--- src/rtl/sramlike_arbiter_pkg.sv ---
// Shared types for the SRAM-like 2:1 arbiter: FSM state encoding and transfer size codes.
package sramlike_arbiter_pkg;
  typedef enum logic [1:0] {
    IDLE   = 2'd0,
    WAIT_I = 2'd1,
    WAIT_D = 2'd2
  } arb_state_e;

  localparam logic [1:0] SIZE_B = 2'b00;
  localparam logic [1:0] SIZE_H = 2'b01;
  localparam logic [1:0] SIZE_W = 2'b10;
endpackage

--- src/rtl/sramlike_arbiter_pick.sv ---
// 2-way selector for the arbiter: fixed data priority, or round-robin on ties
// when SRAMLIKE_ARB_ROUND_ROBIN_EN is defined.
module arb_pick (
  input  logic inst_req,
  input  logic data_req,
`ifdef SRAMLIKE_ARB_ROUND_ROBIN_EN
  input  logic last_data,
`endif
  output logic gnt_i,
  output logic gnt_d
);
  always_comb begin
    gnt_d = data_req;
    gnt_i = inst_req & ~data_req;
`ifdef SRAMLIKE_ARB_ROUND_ROBIN_EN
    // On a tie, whoever was not granted last wins.
    if (inst_req && data_req) begin
      gnt_d = ~last_data;
      gnt_i = last_data;
    end
`endif
  end
endmodule

--- src/rtl/sramlike_arbiter.sv ---
// Arbitrates an inst and a data SRAM-like master onto one slave, one transaction in flight.
// Define SRAMLIKE_ARB_ROUND_ROBIN_EN for round-robin tie breaking instead of data priority.
module sramlike_arbiter
  import sramlike_arbiter_pkg::*;
#(
  parameter int ADDR_W = 32,
  parameter int DATA_W = 32
) (
  input  logic              clk,
  input  logic              rst,
  input  logic              inst_req,
  input  logic              inst_wr,
  input  logic [1:0]        inst_size,
  input  logic [ADDR_W-1:0] inst_addr,
  input  logic [DATA_W-1:0] inst_wdata,
  output logic              inst_addr_ok,
  output logic              inst_data_ok,
  output logic [DATA_W-1:0] inst_rdata,
  input  logic              data_req,
  input  logic              data_wr,
  input  logic [1:0]        data_size,
  input  logic [ADDR_W-1:0] data_addr,
  input  logic [DATA_W-1:0] data_wdata,
  output logic              data_addr_ok,
  output logic              data_data_ok,
  output logic [DATA_W-1:0] data_rdata,
  output logic              req,
  output logic              wr,
  output logic [1:0]        size,
  output logic [ADDR_W-1:0] addr,
  output logic [DATA_W-1:0] wdata,
  input  logic              addr_ok,
  input  logic              data_ok,
  input  logic [DATA_W-1:0] rdata,
  output logic              busy
);
  arb_state_e state;
  logic       sel_lock, sel_q, busy_q;
  logic       gnt_i, gnt_d, sel_data, sel_req, hs;
`ifdef SRAMLIKE_ARB_ROUND_ROBIN_EN
  logic       last_data;
`endif

  arb_pick u_pick (
    .inst_req (inst_req),
    .data_req (data_req),
`ifdef SRAMLIKE_ARB_ROUND_ROBIN_EN
    .last_data(last_data),
`endif
    .gnt_i    (gnt_i),
    .gnt_d    (gnt_d)
  );

  // A locked selection follows its owner's req only; dropping it frees the lock.
  always_comb begin
    sel_data = sel_lock ? sel_q : gnt_d;
    sel_req  = sel_lock ? (sel_q ? data_req : inst_req) : (gnt_i | gnt_d);
  end

  assign req   = !rst && (state == IDLE) && sel_req;
  assign wr    = req && (sel_data ? data_wr : inst_wr);
  assign size  = req ? (sel_data ? data_size  : inst_size)  : '0;
  assign addr  = req ? (sel_data ? data_addr  : inst_addr)  : '0;
  assign wdata = req ? (sel_data ? data_wdata : inst_wdata) : '0;
  assign hs    = req && addr_ok;

  assign inst_addr_ok = hs && !sel_data;
  assign data_addr_ok = hs && sel_data;
  assign inst_data_ok = !rst && (state == WAIT_I) && data_ok;
  assign data_data_ok = !rst && (state == WAIT_D) && data_ok;
  assign inst_rdata   = rdata;
  assign data_rdata   = rdata;
  assign busy         = busy_q;

  always_ff @(posedge clk) begin
    if (rst) begin
      state     <= IDLE;
      sel_lock  <= 1'b0;
      sel_q     <= 1'b0;
      busy_q    <= 1'b0;
`ifdef SRAMLIKE_ARB_ROUND_ROBIN_EN
      last_data <= 1'b0;
`endif
    end else begin
      case (state)
        IDLE: begin
          if (hs) begin
            state     <= sel_data ? WAIT_D : WAIT_I;
            busy_q    <= 1'b1;
            sel_lock  <= 1'b0;
`ifdef SRAMLIKE_ARB_ROUND_ROBIN_EN
            last_data <= sel_data;
`endif
          end else if (req) begin
            sel_lock <= 1'b1;
            sel_q    <= sel_data;
          end else begin
            sel_lock <= 1'b0;
          end
        end
        WAIT_I, WAIT_D: begin
          if (data_ok) begin
            state  <= IDLE;
            busy_q <= 1'b0;
          end
        end
        default: begin
          state  <= IDLE;
          busy_q <= 1'b0;
        end
      endcase
    end
  end
endmodule

--- config.mk ---
export PLATFORM = sky130hd
export DESIGN_NAME = sramlike_arbiter
export DESIGN_NICKNAME = d
export VERILOG_FILES = /design/src/rtl/sramlike_arbiter_pkg.sv /design/src/rtl/sramlike_arbiter_pick.sv /design/src/rtl/sramlike_arbiter.sv
export SDC_FILE = /design/constraint.sdc
export NUM_CORES = 1
export LEC_CHECK = 0
export ABC_AREA = 1
export BUFFER_PORTS_ARGS = -buffer_cell sky130_fd_sc_hd__buf_4
export CORE_AREA = 2 2 120 122
export CTS_BUF_LIST = sky130_fd_sc_hd__clkbuf_16
export DETAILED_ROUTE_END_ITERATION = 6
export DIE_AREA = 0 0 122 124
export GPL_TIMING_DRIVEN = 0
export PLACE_DENSITY_LB_ADDON = 0.3
export SETUP_SLACK_MARGIN = 0.02
export SYNTH_ARGS = -nofsm -noshare
export SYNTH_HDL_FRONTEND = slang
export SYNTH_HIERARCHICAL = 1
export SYNTH_SLANG_ARGS = --single-unit
--- constraint.sdc ---
create_clock -name clk -period 2.3 [get_ports clk]
set_clock_uncertainty 0.2 [all_clocks]
set_input_delay 0.46 -clock clk [delete_from_list [all_inputs] [get_ports clk]]
set_output_delay 0.46 -clock clk [all_outputs]
set_load 0.01 [all_outputs]
# Word level (Yosys, flattened, before mapping)
# Index checks and enable logic that the tools add are counted.
[totals] regBits=5 wordCells=47 output_inout_bits=137 inputBits=172 mem_count=0 ram_bits=0 mem_bits_ro=0 latch_bits=0
[classes] n_lt_le_gt_ge=0 reduce_logical=16 n_mux=19 n_eq_ne=4 bitwise=4 n_mul=0 div_mod_pow=0 shift=0 n_addsub=0
[op_table] cell="$mux 32" count=4
[op_table] cell="$logic_and 1x1->1" count=10
[op_table] cell="$mux 2" count=5
[op_table] cell="$mux 1" count=8
[op_table] cell="$ne 2x2->1 const B" count=2
[op_table] cell="$pmux 2 s2" count=1
[op_table] cell="$reduce_and 3->1" count=1
[op_table] cell="$eq 2x1->1 const B" count=1
[op_table] cell="$eq 2x2->1 const B" count=1
[op_table] cell="$logic_not 1->1" count=2
[op_table] cell="$logic_not 2->1" count=1
[op_table] cell="$not 1->1" count=2
[op_table] cell="$pmux 1 s2" count=1
[op_table] cell="$reduce_and 2->1" count=1
[op_table] cell="$reduce_or 2->1" count=1
[op_table] cell="$and 1x1->1" count=1
[op_table] cell="$or 1x1->1" count=1

# Logic depth before layout (Yosys ltp)
# Gate-level depths: netlist of the first run.
[logic_depth] word_depth=8 depth_mapped=9 mapped_depth_nobuf=9

# By module
# The synthesis of the first run kept the hierarchy.
[modules_own_cells] module="sramlike_arbiter" seq_area_each_um2=100.1 cells_per_inst=338 area_per_inst_um2=1910.6 instances=1
[modules_own_cells] module="arb_pick" seq_area_each_um2=0.0 cells_per_inst=3 area_per_inst_um2=17.5 instances=1

# Worst setup path after synthesis of the first run
# No wires, ideal clock.
[synth_timing] path_type="input-to-output" start="input inst_req" end="output wdata[10]" stages=8 n_path_buf=2 path_slack_ns=0.334 t_required_ns=1.640 t_arrival_ns=1.306 path_cell_list="inv_1 nor2_2 inv_1 a21oi_2 nand2_2 buf_4 buf_6 a21oi_2"
[synth_between] elab_chain_len=5 word_cells_on_any_way=6 classes_between="3 x mux; 2 x bitwise; 1 x reduce/logical"
[synth_lines] item="start: declaration" line="sramlike_arbiter.sv:11" rtl="input logic inst_req,"
[synth_lines] item="$and 1x1->1" line="sramlike_arbiter_pick.sv:14" rtl="gnt_i = inst_req & ~data_req;"
[synth_lines] item="via gnt_i" line="sramlike_arbiter.sv:39" rtl="logic gnt_i, gnt_d, sel_data, sel_req, hs;"
[synth_lines] item="$or 1x1->1" line="sramlike_arbiter.sv:57" rtl="sel_req = sel_lock ? (sel_q ? data_req : inst_req) : (gnt_i | gnt_d);"
[synth_lines] item="$mux 1" line="sramlike_arbiter.sv:57"
[synth_lines] item="$logic_and 1x1->1" line="sramlike_arbiter.sv:60" rtl="assign req = !rst && (state == IDLE) && sel_req;"
[synth_lines] item="$mux 32" line="sramlike_arbiter.sv:64" rtl="assign wdata = req ? (sel_data ? data_wdata : inst_wdata) : '0;"
[synth_lines] item="end: declaration" line="sramlike_arbiter.sv:31" rtl="output logic [DATA_W-1:0] wdata,"
# The timed path passes the listed nets, and every way through them passes these cells.

# Worst setup path after layout of the first run
[layout_timing] start="register state[0]" end="output wdata[27]"
[layout_between] elab_chain_len=4
[layout_lines] item="start: declaration" line="sramlike_arbiter.sv:37" rtl="arb_state_e state;"
[layout_lines] item="start signal: assignment" line="sramlike_arbiter.sv:88" rtl="state <= sel_data ? WAIT_D : WAIT_I;"
[layout_lines] item="$logic_not 2->1" line="sramlike_arbiter.sv:60"
[layout_lines] item="$logic_and 1x1->1 (2 in a row)" line="sramlike_arbiter.sv:60"
[layout_lines] item="$mux 32" line="sramlike_arbiter.sv:64"
# Every way passes these cells.

==> results of run 1 <==
-- what timing repair did --
item	in CTS	in global routing
gates cloned	3	0
buffers inserted	13	2
resized for setup	50	15
endpoints found under the setup margin	67	67
pin swaps	4	3
-- registers in the layout, indices dropped and copies added, names as in the netlist --
register / flops
busy: 1
state: 2
sel_lock: 1
sel_q: 1
-- area by class of cell --
| type | count | area, sq um | share of cell area [%] |
|---|---|---|---|
| Buffer | 84 | 716 | 15.2 |
| Clock buffer | 3 | 75.1 | 1.59 |
| Clock inverter | 1 | 3.75 | 0.0795 |
| Inverter | 11 | 46.3 | 0.980 |
| Multi-Input combinational cell | 239 | 1260 | 26.6 |
| Sequential cell | 5 | 104 | 2.20 |
| Tap cell | 180 | 225 | 4.77 |
| Timing Repair Buffer | 294 | 2300 | 48.6 |
-- worst register-to-register path: stages, from the launching register on --
cell                      delay, ns
sky130_fd_sc_hd__dfxtp_2       0.32
sky130_fd_sc_hd__inv_2         0.07
sky130_fd_sc_hd__ha_4          0.14
sky130_fd_sc_hd__nand2_4       0.05
sky130_fd_sc_hd__a21oi_4       0.14
sky130_fd_sc_hd__nand2_4       0.12
sky130_fd_sc_hd__buf_4         0.16
sky130_fd_sc_hd__inv_1         0.09
sky130_fd_sc_hd__nand2_1       0.09
sky130_fd_sc_hd__o21ai_0       0.15
sky130_fd_sc_hd__a21oi_1       0.05
-- cell usage in the layout, fill, tap and decap left out --
| master | synthesis | final |
|---|---|---|
| sky130_fd_sc_hd__buf_12 | 0 | 6 |
| sky130_fd_sc_hd__inv_6 | 0 | 1 |
| sky130_fd_sc_hd__nor2_2 | 2 | 2 |
| sky130_fd_sc_hd__clkbuf_4 | 0 | 3 |
| sky130_fd_sc_hd__buf_2 | 8 | 3 |
| sky130_fd_sc_hd__inv_1 | 8 | 7 |
| sky130_fd_sc_hd__bufbuf_16 | 0 | 1 |
| sky130_fd_sc_hd__nand2_1 | 150 | 148 |
| sky130_fd_sc_hd__a21oi_1 | 42 | 33 |
| sky130_fd_sc_hd__buf_4 | 68 | 356 |
| sky130_fd_sc_hd__nor2_4 | 1 | 1 |
| sky130_fd_sc_hd__buf_8 | 0 | 4 |
| sky130_fd_sc_hd__or2_2 | 1 | 1 |
| sky130_fd_sc_hd__dfxtp_1 | 5 | 2 |
| sky130_fd_sc_hd__o21ai_0 | 1 | 1 |
| sky130_fd_sc_hd__inv_2 | 3 | 4 |
| sky130_fd_sc_hd__a21oi_2 | 31 | 36 |
| sky130_fd_sc_hd__dfxtp_2 | 0 | 3 |
| sky130_fd_sc_hd__nand2_2 | 2 | 1 |
| sky130_fd_sc_hd__ha_1 | 3 | 2 |
| sky130_fd_sc_hd__buf_6 | 5 | 3 |
| sky130_fd_sc_hd__a21oi_4 | 0 | 4 |
| sky130_fd_sc_hd__nor2_1 | 3 | 3 |
| sky130_fd_sc_hd__buf_16 | 0 | 2 |
| sky130_fd_sc_hd__clkbuf_16 | 0 | 3 |
| sky130_fd_sc_hd__nand2_4 | 0 | 3 |
| sky130_fd_sc_hd__nand3_2 | 1 | 1 |
| sky130_fd_sc_hd__ha_4 | 0 | 1 |
| sky130_fd_sc_hd__nand3_1 | 2 | 2 |
-- routing by layer --
metal	share of wire [%]	up-vias	GRT usage [%]	wire length, um
met5	0	-	0	0
met4	0.32	0	1.29	32
met3	7.7	4	1.37	771
met2	53	136	21.5	5350
met1	39	1337	13.7	3860
li1	-	1603	-	-
-- kinds of logic after synthesis --
kind of cell             after synthesis
buffers and inverters                 97
AND/OR/NAND/NOR                      162
AO/OA/AOI/OAI                         74
flip-flops                             5
adder cells (fa/ha/maj)                3
-- worst max path at each step --
stage / startpoint / cells after the start / slack [ns] / to
2_1_floorplan: inst_req / 8 / 0.33 / wdata[10]
3_3_place_gp: data_req / 10 / -0.28 / wdata[11]
3_5_place_dp: data_req / 10 / -0.24 / wdata[27]
4_1_cts: state[1]$_SDFFE_PP0P_ / 9 / -0.02 / wdata[27]
5_1_grt: state[0]$_SDFFE_PP0P_ / 9 / -0.08 / wdata[9]
6_report: state[0]$_SDFFE_PP0P_ / 9 / 0.003 / wdata[27]
-- through the flow --
step	std cells	hold WS (ns)	instance area, sq um	TNS (ns)	setup slack [ns]
after floorplan	341	0.250	1930	0	0.334
after global placement	797	0.257	4230	-9.94	-0.279
after detailed placement	797	0.260	4230	-9.52	-0.244
after CTS	816	0.227	4660	-0.178	-0.0201
after global routing	817	0.247	4720	-2.67	-0.0821
final	817	0.228	4720	0	0.00256
-- power groups by stage --
| stage | Combinational (uW) | Clock [uW] | Sequential (uW) |
|---|---|---|---|
| 6_report | 1000 | 282 | 96.6 |
| 4_1_cts | 997 | 286 | 96.3 |
| 2_1_floorplan | 413 | 0 | 97.2 |
| 3_3_place_gp | 883 | 0 | 97.4 |
| 3_5_place_dp | 882 | 0 | 97.4 |
| 5_1_grt | 1090 | 293 | 97.2 |
==> impl_metrics.xml, run 1 <==
<?xml version="1.0" encoding="UTF-8"?>
<metrics>
  <group name="hold_path">
    <metric name="worst_hold_path.num_cells" unit="">2</metric>
    <metric name="holdCritPathClass" unit="">input port to register</metric>
    <metric name="worstHoldEndpoint" unit="">sel_lock$_SDFFE_PP0N_</metric>
    <metric name="timing.hold.worst.start" unit="">rst</metric>
  </group>
  <group name="power">
    <metric name="ir_worst_vdd" unit="mV">0.455</metric>
    <metric name="share_comb_of_total_power" unit="%">72.6</metric>
    <metric name="design_power_total" unit="uW">1380</metric>
    <metric name="power.share.clock" unit="%">20.4</metric>
    <metric name="p_leak" unit="uW">0.00252</metric>
    <metric name="p_int" unit="uW">898</metric>
    <metric name="seqPwrFrac" unit="%">7.0</metric>
    <metric name="power.net_switching" unit="uW">482</metric>
    <metric name="switching_share" unit="%">34.9</metric>
    <metric name="cellPowerDensity" unit="nW/um^2">292</metric>
  </group>
  <group name="yosys">
    <metric name="largest_family_of_logic_cells_by_synthesized_area" unit="">buffers and inverters</metric>
    <metric name="yosys.cell_count.top_type" unit="">sky130_fd_sc_hd__nand2_1</metric>
    <metric name="postSynth.topFlopCell" unit="">sky130_fd_sc_hd__dfxtp_1</metric>
    <metric name="synth_top_area_share" unit="%">29.2</metric>
    <metric name="synthSimpleGateAreaFrac" unit="%">33.0</metric>
    <metric name="synth_compound_gate_area_share" unit="%">25.2</metric>
    <metric name="yosys.cell_types.count" unit="">20</metric>
    <metric name="mappedNetlistArea" unit="sq um">1930</metric>
    <metric name="synth-xor-area-share" unit="%">0</metric>
    <metric name="yosys_warnings" unit="">6</metric>
    <metric name="synthTopCellsByCount" unit="">150 x sky130_fd_sc_hd__nand2_1, 68 x sky130_fd_sc_hd__buf_4, 42 x sky130_fd_sc_hd__a21oi_1, 31 x sky130_fd_sc_hd__a21oi_2</metric>
    <metric name="synthTopCellsByArea" unit="">sky130_fd_sc_hd__nand2_1 29%, sky130_fd_sc_hd__buf_4 26%, sky130_fd_sc_hd__a21oi_2 14%</metric>
    <metric name="postSynthCellCount" unit="">341</metric>
    <metric name="post_syn_nets" unit="">516</metric>
    <metric name="synth_largest_area_cell" unit="">sky130_fd_sc_hd__nand2_1</metric>
    <metric name="synth_enable_flop_cells" unit="">0</metric>
    <metric name="sequential_cell_area_fraction_in_the_yosys_report" unit="%">5.19</metric>
    <metric name="post_synth_fa_ha_maj_area_fraction" unit="%">1.95</metric>
    <metric name="synth.area.mux_share" unit="%">0</metric>
    <metric name="fraction_of_registers_with_async_set_or_reset_after_synthesis" unit="%">0</metric>
    <metric name="ys_seq_elements" unit="">5</metric>
    <metric name="synthesis.area_per_instance" unit="sq um">5.65</metric>
  </group>
  <group name="critical_path">
    <metric name="reg2reg_slack" unit="ns">0.60</metric>
    <metric name="timing_worst_setup_path_type" unit="">register to primary output</metric>
    <metric name="max_stage_delay" unit="ns">0.32</metric>
    <metric name="cp_cell_sequence" unit="">inv_2 -&gt; ha_4 -&gt; nand2_4 -&gt; a21oi_4 -&gt; nand2_4 -&gt; buf_12 -&gt; buf_8 -&gt; a21oi_2 -&gt; buf_4</metric>
    <metric name="rr_startpoint" unit="">state[0]$_SDFFE_PP0P_</metric>
    <metric name="setup.worst_path.end_class" unit="">primary output</metric>
    <metric name="cp.required" unit="ns">1.64</metric>
    <metric name="path_max_fanout" unit="">10</metric>
    <metric name="critPathLaunchType" unit="">register</metric>
    <metric name="critical_path_arrival" unit="ns">1.64</metric>
    <metric name="crit_family" unit="">buffers and inverters</metric>
    <metric name="worstRegToRegCells" unit="">10</metric>
    <metric name="most_frequent_cell_on_the_critical_path" unit="">sky130_fd_sc_hd__nand2_4</metric>
    <metric name="r2r_end" unit="">sel_q$_SDFFE_PP0P_</metric>
    <metric name="worst_path_max_delay_cell" unit="">sky130_fd_sc_hd__dfxtp_2</metric>
    <metric name="worst-path-buf-inv" unit="">4</metric>
  </group>
  <group name="floorplan">
    <metric name="fp.coreArea" unit="sq um">13700</metric>
    <metric name="initial_util" unit="%">14.1</metric>
    <metric name="die_area" unit="sq um">15100</metric>
    <metric name="io_pins" unit="">309</metric>
    <metric name="fp.dieH" unit="um">124</metric>
    <metric name="die-width" unit="um">122</metric>
    <metric name="std_cell_rows" unit="">43</metric>
  </group>
  <group name="timing">
    <metric name="maxSlewHeadroom" unit="%">85.7</metric>
    <metric name="timing.final.hold_violations" unit="">0</metric>
    <metric name="maxSlewViolCount" unit="">0</metric>
    <metric name="max_slew.worst_pin.slew" unit="ns">0.213</metric>
    <metric name="final_min_period_over_clock_period" unit="%">99.9</metric>
    <metric name="layout_min_cycle_time" unit="ns">2.30</metric>
    <metric name="final-setup-viol-count" unit="">0</metric>
    <metric name="rsz0062_at_grt" unit="">yes</metric>
    <metric name="timing.fmax" unit="MHz">435</metric>
  </group>
  <group name="detailed_routing">
    <metric name="wirelength" unit="um">10000</metric>
    <metric name="violation_count_after_the_first_detailed_route_iteration" unit="">95</metric>
    <metric name="dr.pass1.iters" unit="">4</metric>
    <metric name="detailroute.via_count" unit="">3080</metric>
    <metric name="final_antenna_net_count" unit="">0</metric>
    <metric name="drt-wirelength-per-cell" unit="um">12.2</metric>
    <metric name="drt_drc_violations_left" unit="">0</metric>
    <metric name="routed_via_density" unit="">3.77</metric>
  </group>
  <group name="clocking">
    <metric name="cts_root_buf" unit="">sky130_fd_sc_hd__clkbuf_16</metric>
    <metric name="cts_made_buffers" unit="">3</metric>
    <metric name="cts_tree" unit="">yes</metric>
    <metric name="clk-insertion-delay-late" unit="ns">0.23</metric>
    <metric name="postCtsHoldBufs" unit="">0</metric>
    <metric name="cts_max_path_buffers" unit="">2</metric>
    <metric name="clk_pin_slew" unit="ns">0.03</metric>
    <metric name="htree_num_levels" unit="">1</metric>
    <metric name="numClockSinks" unit="">5</metric>
  </group>
  <group name="run">
    <metric name="drv.max_cap_violation_count" unit="">0</metric>
  </group>
  <group name="grt">
    <metric name="grt_pass1_wl" unit="um">13800</metric>
    <metric name="number_of_antenna_violations_at_the_first_check_in_global_routing" unit="">0</metric>
    <metric name="largest_net_degree_at_the_start_of_global_routing" unit="">20</metric>
    <metric name="number_of_global_route_vias_before_repair" unit="">2820</metric>
    <metric name="gr-usage-all-layers" unit="%">11.2</metric>
    <metric name="overflow" unit="">0</metric>
  </group>
  <group name="final_layout">
    <metric name="diodes" unit="">0</metric>
    <metric name="syn2layout_area_growth" unit="%">145</metric>
    <metric name="fillerInstances" unit="">1519</metric>
    <metric name="final_layout_size_suffix_gt1_share" unit="%">68.9</metric>
    <metric name="layout.core_utilization" unit="%">34.4</metric>
    <metric name="final_nets" unit="">813</metric>
  </group>
  <group name="placement">
    <metric name="dp_hpwl" unit="um">8160</metric>
    <metric name="gp_congestion" unit="">0.752</metric>
    <metric name="place.port_buffers" unit="">276</metric>
  </group>
  <group name="run_status">
    <metric name="outcome" unit="">finished, final reports clean</metric>
  </group>
</metrics>
No activity file was read; power rests on OpenSTA's default activity.
==> run 2: changes to the inputs <==
- CORE_AREA: 2 2 120 122 -> 4 4 118 120
==> impl_metrics.xml, run 2 (same netlist as run 1, synthesis figures left out) <==
<?xml version="1.0" encoding="UTF-8"?>
<metrics>
  <group name="run_status">
    <metric name="outcome" unit="">finished with violations</metric>
    <metric name="violations" unit="">negative setup slack</metric>
  </group>
  <group name="detailed_routing">
    <metric name="wirelength" unit="um">10400</metric>
    <metric name="drt-wirelength-per-cell" unit="um">12.7</metric>
    <metric name="detailroute.via_count" unit="">3174</metric>
    <metric name="violation_count_after_the_first_detailed_route_iteration" unit="">25</metric>
    <metric name="final_antenna_net_count" unit="">0</metric>
    <metric name="routed_via_density" unit="">3.88</metric>
    <metric name="dr.pass1.iters" unit="">4</metric>
    <metric name="drt_drc_violations_left" unit="">0</metric>
  </group>
  <group name="clocking">
    <metric name="numClockSinks" unit="">5</metric>
    <metric name="cts_max_path_buffers" unit="">2</metric>
    <metric name="cts_made_buffers" unit="">3</metric>
    <metric name="cts_tree" unit="">yes</metric>
    <metric name="htree_num_levels" unit="">1</metric>
    <metric name="clk-insertion-delay-late" unit="ns">0.23</metric>
    <metric name="clk_pin_slew" unit="ns">0.03</metric>
    <metric name="postCtsHoldBufs" unit="">0</metric>
    <metric name="cts_root_buf" unit="">sky130_fd_sc_hd__clkbuf_16</metric>
  </group>
  <group name="floorplan">
    <metric name="std_cell_rows" unit="">42</metric>
    <metric name="fp.dieH" unit="um">124</metric>
    <metric name="io_pins" unit="">309</metric>
    <metric name="die_area" unit="sq um">15100</metric>
    <metric name="initial_util" unit="%">14.9</metric>
    <metric name="fp.coreArea" unit="sq um">13000</metric>
    <metric name="die-width" unit="um">122</metric>
  </group>
  <group name="placement">
    <metric name="gp_congestion" unit="">0.808</metric>
    <metric name="place.port_buffers" unit="">276</metric>
    <metric name="dp_hpwl" unit="um">8530</metric>
    <metric name="placement.cell_area" unit="sq um">4220</metric>
    <metric name="post-place-ws" unit="ns">-0.332</metric>
  </group>
  <group name="grt">
    <metric name="grt_pass1_wl" unit="um">14600</metric>
    <metric name="gr-usage-all-layers" unit="%">11.7</metric>
    <metric name="number_of_antenna_violations_at_the_first_check_in_global_routing" unit="">0</metric>
    <metric name="overflow" unit="">0</metric>
    <metric name="number_of_global_route_vias_before_repair" unit="">3133</metric>
    <metric name="largest_net_degree_at_the_start_of_global_routing" unit="">11</metric>
  </group>
  <group name="timing">
    <metric name="layout_min_cycle_time" unit="ns">2.31</metric>
    <metric name="final_min_period_over_clock_period" unit="%">101</metric>
    <metric name="timing.fmax" unit="MHz">433</metric>
    <metric name="final-setup-viol-count" unit="">3</metric>
    <metric name="final_setup_slack_of_the_worst_path" unit="ns">-0.0117</metric>
    <metric name="timing.final.hold_violations" unit="">0</metric>
    <metric name="maxSlewHeadroom" unit="%">85.5</metric>
    <metric name="rsz0062_at_grt" unit="">yes</metric>
    <metric name="setup-tns-final" unit="ns">-0.0169</metric>
    <metric name="max_slew.worst_pin.slew" unit="ns">0.218</metric>
    <metric name="maxSlewViolCount" unit="">0</metric>
  </group>
  <group name="final_layout">
    <metric name="post_route_cell_area" unit="sq um">4840</metric>
    <metric name="final_layout_size_suffix_gt1_share" unit="%">70.2</metric>
    <metric name="largest_register_ffs" unit="">2</metric>
    <metric name="area_of_the_multi_input_gates" unit="sq um">1340</metric>
    <metric name="layout.cells.most_common" unit="">sky130_fd_sc_hd__buf_4</metric>
    <metric name="top_reg_by_flops" unit="">state</metric>
    <metric name="syn2layout_area_growth" unit="%">151</metric>
    <metric name="diodes" unit="">0</metric>
    <metric name="final_nets" unit="">818</metric>
    <metric name="final-seq-area" unit="sq um">104</metric>
    <metric name="layout.core_utilization" unit="%">37.3</metric>
    <metric name="layout_common_cells" unit="">357 x sky130_fd_sc_hd__buf_4, 145 x sky130_fd_sc_hd__nand2_1, 34 x sky130_fd_sc_hd__a21oi_2, 30 x sky130_fd_sc_hd__a21oi_1, 15 x sky130_fd_sc_hd__buf_6</metric>
    <metric name="fillerInstances" unit="">1326</metric>
  </group>
  <group name="run">
    <metric name="drv.max_cap_violation_count" unit="">0</metric>
  </group>
  <group name="critical_path">
    <metric name="critPathLaunchType" unit="">register</metric>
    <metric name="setup.worst_path.end_class" unit="">primary output</metric>
    <metric name="cp.required" unit="ns">1.64</metric>
    <metric name="worstRegToRegCells" unit="">16</metric>
    <metric name="timing_worst_setup_path_type" unit="">register to primary output</metric>
    <metric name="path_max_fanout" unit="">9</metric>
    <metric name="critical_path_arrival" unit="ns">1.65</metric>
  </group>
  <group name="power">
    <metric name="cellPowerDensity" unit="nW/um^2">292</metric>
    <metric name="p_leak" unit="uW">0.00255</metric>
    <metric name="ir_worst_vdd" unit="mV">0.178</metric>
  </group>
  <group name="hold_path">
    <metric name="holdCritPathClass" unit="">input port to register</metric>
    <metric name="worst_hold_path.num_cells" unit="">2</metric>
  </group>
</metrics>
## run 2: per-stage QoR
| step | total power [uW] | cells | hold slack, ns |
|---|---|---|---|
| 2_1_floorplan | 510 | 341 | 0.250 |
| 3_3_place_gp | 974 | 793 | 0.253 |
| 3_5_place_dp | 983 | 793 | 0.263 |
| 4_1_cts | 1400 | 816 | 0.227 |
| 5_1_grt | 1510 | 818 | 0.236 |
| 6_report | 1410 | 818 | 0.227 |
## run 2: critical path, cell delays in order, from the launching register on
cell and delay (ns):
sky130_fd_sc_hd__dfxtp_2 0.32, sky130_fd_sc_hd__inv_2 0.07, sky130_fd_sc_hd__ha_4 0.15, sky130_fd_sc_hd__nand2_4 0.05, sky130_fd_sc_hd__a21oi_4 0.14, sky130_fd_sc_hd__nand2_4 0.11, sky130_fd_sc_hd__buf_12 0.18, sky130_fd_sc_hd__buf_12 0.14
sky130_fd_sc_hd__a21oi_4 0.13, sky130_fd_sc_hd__buf_6 0.12
## run 2: power breakdown
part	total (uW)	switching [uW]	internal, uW
Sequential	97.2	4.28	92.9
Clock	287	61.0	226
Combinational	1030	441	589
## run 2: per-layer routing
metal  track usage, %  up-vias  routed length, um
met5                0        -                  0
met1             13.3     1372               3610
met3             2.32       10               1140
met4             4.20        0                203
li1                 -     1610                  -
met2             21.6      182               5400
## run 2: final cells by class
class / count / share of cell area, %
Buffer: 85 / 14.6
Clock buffer: 3 / 1.55
Clock inverter: 1 / 0.0776
Inverter: 11 / 1.01
Multi-Input combinational cell: 239 / 27.7
Sequential cell: 5 / 2.15
Tap cell: 176 / 4.55
Timing Repair Buffer: 298 / 48.3
## run 2: what timing repair did
item / in CTS / in global routing
pin swaps: 6 / 2
cloned: 2 / 1
setup buffers: 19 / 2
resized for setup: 73 / 15
endpoints found under the setup margin: 67 / 69
endpoints found under the hold margin: 0 / 0
## run 2: path summary, 6_finish.rpt
| check | start | slack, ns | end |
|---|---|---|---|
| hold reg to reg | busy$_SDFFE_PP0P_ | 0.27 | busy$_SDFFE_PP0P_ |
| hold / removal | rst | 0.23 | state[0]$_SDFFE_PP0P_ |
| setup reg to reg | state[0]$_SDFFE_PP0P_ | 0.12 | state[0]$_SDFFE_PP0P_ |
| setup / recovery | state[0]$_SDFFE_PP0P_ | -0.01 | wdata[20] |
